$ cat src/rtl/addr_dec_split.sv
// Serial address decoder: deserialises an LSB-first device-ID prefix,
// accepts or rejects the request, then routes the offset bits to the
// selected slave. Tracks one outstanding split transaction and reselects
// its slave when the arbiter grants resumption.
module addr_dec_split #(
    parameter int  ADDR_WIDTH        = 16,
    parameter int  DEVICE_ADDR_WIDTH = 4,
    parameter int  NUM_SLAVE         = 3,
    localparam int CNT_W             = $clog2(ADDR_WIDTH) + 1
) (
    input  logic                         clk,
    input  logic                         rstn,
    input  logic                         addr_valid,
    input  logic                         addr_data,
    input  logic [NUM_SLAVE-1:0]         sready,
    input  logic                         split,
    input  logic                         split_grant,
    output logic [DEVICE_ADDR_WIDTH-1:0] ssel,
    output logic                         ack,
    output logic                         nack,
    output logic [NUM_SLAVE-1:0]         mvalid,
    output logic                         split_busy,
    output logic [2:0]                   state_out,
    output logic [CNT_W-1:0]             counter_out
);

    localparam int OFF_BITS = ADDR_WIDTH - DEVICE_ADDR_WIDTH;

    typedef enum logic [2:0] {
        IDLE     = 3'd0,
        DEV_ADDR = 3'd1,
        DECODE   = 3'd2,
        FWD      = 3'd3
    } state_t;

    state_t                       state_reg, state_next;
    logic [CNT_W-1:0]             counter_reg, counter_next;
    logic [DEVICE_ADDR_WIDTH-1:0] dev_id_reg, dev_id_next;
    logic [DEVICE_ADDR_WIDTH-1:0] ssel_reg, ssel_next;
    logic [DEVICE_ADDR_WIDTH-1:0] split_id_reg, split_id_next;
    logic                         ack_reg, ack_next;
    logic                         nack_reg, nack_next;
    logic                         split_busy_reg, split_busy_next;
    logic                         grant_pending_reg, grant_pending_next;

    // One-hot decode of the captured device ID; an all-zero vector means unmapped.
    logic [NUM_SLAVE-1:0] dev_hit;
    logic                 dev_in_range;
    logic                 dev_ready;
    logic                 fwd_pass;

    generate
        for (genvar gi = 0; gi < NUM_SLAVE; gi++) begin : g_slave
            assign dev_hit[gi] = (dev_id_reg == DEVICE_ADDR_WIDTH'(gi));
            assign mvalid[gi]  = fwd_pass && (ssel_reg == DEVICE_ADDR_WIDTH'(gi));
        end
    endgenerate

    assign dev_in_range = |dev_hit;
    assign dev_ready    = |(dev_hit & sready);
    // A split cycle is never forwarded to the slave.
    assign fwd_pass     = (state_reg == FWD) && addr_valid && !split;

    // State register and all registered outputs.
    always_ff @(posedge clk or negedge rstn) begin
        if (!rstn) begin
            state_reg         <= IDLE;
            counter_reg       <= '0;
            dev_id_reg        <= '0;
            ssel_reg          <= '0;
            split_id_reg      <= '0;
            ack_reg           <= 1'b0;
            nack_reg          <= 1'b0;
            split_busy_reg    <= 1'b0;
            grant_pending_reg <= 1'b0;
        end else begin
            state_reg         <= state_next;
            counter_reg       <= counter_next;
            dev_id_reg        <= dev_id_next;
            ssel_reg          <= ssel_next;
            split_id_reg      <= split_id_next;
            ack_reg           <= ack_next;
            nack_reg          <= nack_next;
            split_busy_reg    <= split_busy_next;
            grant_pending_reg <= grant_pending_next;
        end
    end

    // Next-state logic: prefix capture, decode decision, forwarding and split tracking.
    always_comb begin
        state_next         = state_reg;
        counter_next       = counter_reg;
        dev_id_next        = dev_id_reg;
        ssel_next          = ssel_reg;
        split_id_next      = split_id_reg;
        ack_next           = 1'b0;
        nack_next          = 1'b0;
        split_busy_next    = split_busy_reg;
        grant_pending_next = grant_pending_reg;

        // A grant is only meaningful while a split is outstanding; it is
        // remembered until the decoder is next idle.
        if (split_grant && split_busy_reg) begin
            grant_pending_next = 1'b1;
        end

        case (state_reg)
            IDLE: begin
                if (grant_pending_reg) begin
                    ssel_next          = split_id_reg;
                    ack_next           = 1'b1;
                    split_busy_next    = 1'b0;
                    grant_pending_next = 1'b0;
                end else if (addr_valid) begin
                    dev_id_next    = '0;
                    dev_id_next[0] = addr_data;
                    if (DEVICE_ADDR_WIDTH == 1) begin
                        counter_next = '0;
                        state_next   = DECODE;
                    end else begin
                        counter_next = CNT_W'(1);
                        state_next   = DEV_ADDR;
                    end
                end
            end
            DEV_ADDR: begin
                if (addr_valid) begin
                    for (int i = 0; i < DEVICE_ADDR_WIDTH; i++) begin
                        if (counter_reg == CNT_W'(i)) begin
                            dev_id_next[i] = addr_data;
                        end
                    end
                    if (counter_reg == CNT_W'(DEVICE_ADDR_WIDTH - 1)) begin
                        counter_next = '0;
                        state_next   = DECODE;
                    end else begin
                        counter_next = counter_reg + 1'b1;
                    end
                end else begin
                    // Master gave up mid-prefix: drop it silently.
                    counter_next = '0;
                    state_next   = IDLE;
                end
            end
            DECODE: begin
                if (!dev_in_range
                    || (split_busy_reg && (dev_id_reg == split_id_reg))
                    || !dev_ready) begin
                    nack_next  = 1'b1;
                    state_next = IDLE;
                end else begin
                    ssel_next  = dev_id_reg;
                    ack_next   = 1'b1;
                    state_next = FWD;
                end
            end
            FWD: begin
                if (split) begin
                    // Only the first split is tracked; a second one still ends forwarding.
                    if (!split_busy_reg) begin
                        split_id_next   = ssel_reg;
                        split_busy_next = 1'b1;
                    end
                    counter_next = '0;
                    state_next   = IDLE;
                end else if (addr_valid) begin
                    if (counter_reg == CNT_W'(OFF_BITS - 1)) begin
                        counter_next = '0;
                        state_next   = IDLE;
                    end else begin
                        counter_next = counter_reg + 1'b1;
                    end
                end
            end
            default: begin
                state_next = IDLE;
            end
        endcase
    end

    assign ssel        = ssel_reg;
    assign ack         = ack_reg;
    assign nack        = nack_reg;
    assign split_busy  = split_busy_reg;
    assign state_out   = state_reg;
    assign counter_out = counter_reg;

endmodule
$ cat config.mk
export PLATFORM = sky130hd
export DESIGN_NAME = addr_dec_split
export DESIGN_NICKNAME = d
export VERILOG_FILES = /design/src/rtl/addr_dec_split.sv
export SDC_FILE = /design/constraint.sdc
export NUM_CORES = 1
export LEC_CHECK = 0
export BUFFER_PORTS_ARGS = -buffer_cell sky130_fd_sc_hd__buf_2
export CORE_MARGIN = 5
export CORE_UTILIZATION = 45
export DETAILED_ROUTE_END_ITERATION = 12
export HOLD_SLACK_MARGIN = 0.15
export PLACE_DENSITY = 0.68
export SETUP_SLACK_MARGIN = 0.5
export SYNTH_ARGS = -nofsm -noshare
export SYNTH_HDL_FRONTEND = slang
export SYNTH_SLANG_ARGS = --single-unit
$ cat constraint.sdc
create_clock -name clk -period 3.6 [get_ports clk]
set_clock_uncertainty 0.05 [all_clocks]
set_input_delay 0.72 -clock clk [delete_from_list [all_inputs] [get_ports clk]]
set_output_delay 0.72 -clock clk [all_outputs]
set_load 0.02 [all_outputs]
==> Word level (Yosys, flattened, before mapping) <==
Index checks and enable logic that the tools add are counted.
W data, S select, Z words.
{ "classes": {"n_addsub": 1, "eq_ne": 25, "muxes": 39, "bitwise_logic": 2, "reduce_logical": 31} }
{ "op_table": {"columns": ["operator", "count"], "rows": [
  ["$mux W5", 7],
  ["$reduce_and A5 Y1", 5],
  ["$mux W3", 7],
  ["$mux W4", 5],
  ["$ne A2 B2 Y1 const B", 10],
  ["$pmux W4 S2", 2],
  ["$pmux W5 S3", 1],
  ["$mux W1", 13],
  ["$pmux W3 S4", 1],
  ["$eq A5 B2 Y1 const B", 2],
  ["$reduce_and A3 Y1", 3],
  ["$eq A4 B1 Y1 const B", 2],
  ["$eq A4 B2 Y1 const B", 2],
  ["$logic_not A4 Y1", 2],
  ["$logic_and A1 B1 Y1", 7],
  ["$eq A3 B2 Y1 const B", 2],
  ["$ne A3 B3 Y1 const B", 2],
  ["$reduce_bool A2 Y1", 3],
  ["$reduce_or A3 Y1", 2],
  ["$add A5 B1 Y5 const B", 1],
  ["$eq A5 B1 Y1 const B", 1],
  ["$eq A5 B4 Y1 const B", 1],
  ["$logic_not A5 Y1", 1],
  ["$eq A4 B4 Y1", 1],
  ["other kinds (11)", 15]
]} }
{ "totals": {"reg_bits": 24, "in_bits": 9, "out_inout_bits": 18, "wordCells": 110} }

==> Logic depth before layout (Yosys ltp) <==
{ "depth": {"depth_word": 7, "ltp_mapped": 6} }

==> Worst setup path before layout <==
No wires, ideal clock.
{ "synth_path": {"kind": "in2out", "start": "input split", "end": "output mvalid[2]", "arrival_ps": 1682, "setup_slack_ps": 1148, "path_stages": 4, "path_cell_list": "nand2b_1 > nor3_1 > nand3_1 > nor3b_1"} }
{ "synth_between": {"elab_chain_len": 3} }
{ "synth_rtl": {"columns": ["item", "line", "source"], "rows": [
  ["from (decl)", "16", "input logic split,"],
  ["$logic_not A1 Y1", "62", "assign fwd_pass = (state_reg == FWD) && addr_valid && !split;"],
  ["$logic_and A1 B1 Y1", "62", null],
  ["$logic_and A1 B1 Y1", "55", "assign mvalid[gi] = fwd_pass && (ssel_reg == DEVICE_ADDR_WIDTH'(gi));"],
  ["to (decl)", "21", "output logic [NUM_SLAVE-1:0] mvalid,"]
]} }
Every way passes these cells.

==> Worst setup path after layout <==
{ "layout_path": {"start": "register state_reg[1], in the netlist state_out[1]", "end": "output mvalid[2]"} }
{ "layout_between": {"elab_chain_len": 4} }
{ "layout_rtl": {"columns": ["item", "line", "source"], "rows": [
  ["from (decl)", "36", "state_t state_reg, state_next;"],
  ["from (signal assigned)", "77", "state_reg <= state_next;"],
  ["$eq A3 B2 Y1", "62", null],
  ["$logic_and A1 B1 Y1 (2 in series)", "62", null],
  ["$logic_and A1 B1 Y1", "55", null]
]} }
Every way passes these cells.

==> flow_summary.json <==
{
  "setup_viol": 0,
  "worstMarginPinSlew_ns": 0.532,
  "cp-startpoint": "state_out[1]",
  "track_usage": 0.143,
  "synth_top_cell_by_area": "dfrtp_1",
  "multi_input_area_sq_um": 662,
  "nets": 162,
  "pin_count": 27,
  "synth_top_area_frac": 0.448,
  "core_sq_um": 2730,
  "start_kind": "register",
  "max_cap_violations": 0,
  "die-area_sq_um": 4020,
  "synth_seq_area_share": 0.448,
  "synth.area.top_cells": "dfrtp_1 (45%), mux2_2 (5.3%), ha_1 (3.9%)",
  "ant_nets": 0,
  "h-tree-depth": 1,
  "crit_required_ns": 2.83,
  "synth_fp_nets": 136,
  "drv_slew": 0,
  "die_x_um": 63.4,
  "place_congestion": 0.822,
  "grt_pass1_vias": 981,
  "hold_viol_final": 0,
  "netlist_area_sq_um": 1280,
  "avgSynthCellArea_sq_um": 10.4,
  "peakVddDrop_uv": 295,
  "fmax_mhz": 397,
  "wl_mm": 2.71,
  "largest_reg_flops": 5,
  "cts_setup_buffers": 0,
  "yosysUniqueCellTypes": 37,
  "fillCellCount": 273,
  "drive_gt1_frac": 0.257,
  "critPathKind": "register to primary output",
  "initial_utilization": 0.470,
  "drtIter0Drc": 29,
  "ys.flop_type": "dfrtp_1",
  "numCtsBuffers": 3,
  "hold_buffers": 0,
  "hp-class": "input port to asynchronous set/reset pin",
  "setup_slack_ns": 1.08,
  "ys_warn_count": 0,
  "io_buffers": 25,
  "relSlewSlack": 0.642,
  "ctsResizeCount": 0,
  "area_growth_pct": 13.3,
  "p_per_area_nw_per_um2": 633,
  "cts.sinks": 23,
  "synth_async_sr_flop_share": 1.00,
  "hpwl_mm": 2.06,
  "syn_inst": 123,
  "tritoncts": "done",
  "overflow": 0,
  "drc": 0,
  "pre_cts_slack_ns": 1.10,
  "clkTransAtPathRegs_ns": 0.12,
  "grt_max_degree": 24,
  "ys_ff_latch": 23,
  "r2r_start": "dev_id_reg[1]",
  "diodes": 0,
  "min_period_ns": 2.52,
  "crit_path_end_kind": "primary output",
  "drtPass1Iterations": 4,
  "num_vias": 1000,
  "die_y_um": 63.4,
  "antenna_found_initial": 0,
  "arrival_ns": 1.75,
  "avgViaCountPerCell": 5.59,
  "status": "complete, no violations",
  "cts_root_buffer": "clkbuf_4",
  "min_period_over_period": 0.700,
  "rows": 19,
  "finalSetupTns_ns": 0,
  "wl_per_cell_um": 15.1,
  "power_leakage_nw": 0.785,
  "grt_pass1_wl_mm": 4.65,
  "insertion_delay_ns": 0.31,
  "worstPathMaxFanout": 11,
  "final-seq-area_sq_um": 576,
  "clock_path_buffers": 2,
  "synth_edf_count": 0,
  "finalPower_uw": 921,
  "rsz0062_at_grt": "no"
}
[stage by stage]
stage,area [sq um],utilization,std cells,hold WS (ns)
6_report,1450,0.532,179,0.313
5_1_grt,1450,0.532,179,0.343
4_1_cts,1450,0.532,179,0.326
3_5_place_dp,1430,0.522,175,0.486
3_3_place_gp,1430,0.522,175,0.482
2_1_floorplan,1280,-,123,0.374
[cells by family (layout without fill, tap and decap cells)]
family / after synthesis / count (layout) / share of synthesized area
XOR/XNOR: 5 / 5 / 0.0341
adder cells (fa/ha/maj): 4 / 4 / 0.0390
buffers and inverters: 11 / 36 / 0.0361
AO/OA/AOI/OAI: 27 / 27 / 0.150
AND/OR/NAND/NOR: 37 / 37 / 0.155
multiplexers: 15 / 15 / 0.134
flip-flops: 23 / 23 / 0.448
other: 1 / 1 / 0.00292
[layout make-up]
cell class              instances  share of cell area
flip-flops and latches         23               0.396
well taps                      31              0.0267
multi-input cells              89               0.455
repair buffers                 25              0.0861
clock buffers                   4              0.0181
inverters                       7              0.0181
[metal layers]
metal	global-route usage	up-vias	share of wire
li1	-	485	-
met1	0.184	483	0.45
met2	0.234	28	0.48
met3	0.0266	4	0.062
met4	0.0623	0	0.014
met5	0	-	0
[worst max-delay path: stages (launching register included)]
cell and delay, ns:
dfrtp_1 0.57, nand2b_1 0.14, nor3_1 0.15, nand3_1 0.15
nor3b_1 0.23, buf_2 0.19
[cells in the final DEF (no fill, tap or decap), types with 2 or more instances in the layout]
cell type   n
a22o_1      3
buf_2      25
ha_1        4
nand2_1     6
o21ai_1     3
o21ai_0     3
nor2_1      7
dfrtp_1    23
mux2_2      6
mux2_4      2
clkbuf_4    3
nor3b_1     3
and3_1      3
nor2b_1     4
nor3_1      5
a21o_1      2
mux2i_1     3
mux2_1      4
a21oi_1     9
inv_1       7
xor2_1      4
nand2b_1    4
[synth_stat cells (2+ instances only)]
library cell  number
dfrtp_1           23
a21oi_1            9
inv_1              7
nor2_1             7
mux2_2             6
nand2_1            6
nor3_1             5
ha_1               4
mux2_1             4
nand2b_1           4
nor2b_1            4
xor2_1             4
a22o_1             3
and3_1             3
mux2i_1            3
nor3b_1            3
o21ai_0            3
o21ai_1            3
a21o_1             2
clkbuf_1           2
mux2_4             2
[power breakdown]
group	internal [mW]	leakage [nW]	switching, mW	total, mW
logic	0.168	0.461	0.210	0.378
clock network	0.0433	0.0150	0.0766	0.120
registers	0.322	0.309	0.102	0.424
[worst paths after layout]
| kind | to | cells after the start | slack [ns] |
|---|---|---|---|
| max | mvalid[2] | 5 | 1.08 |
| min | dev_id_reg[1] | 1 | 0.31 |
| max reg2reg | ssel[0] | 4 | 1.69 |
| min reg2reg | dev_id_reg[3] | 1 | 0.51 |
| max in group asynchronous | ssel[0] | 1 | 2.83 |
| min in group clk | dev_id_reg[3] | 1 | 0.51 |
Power figures use the tool's default switching activity.
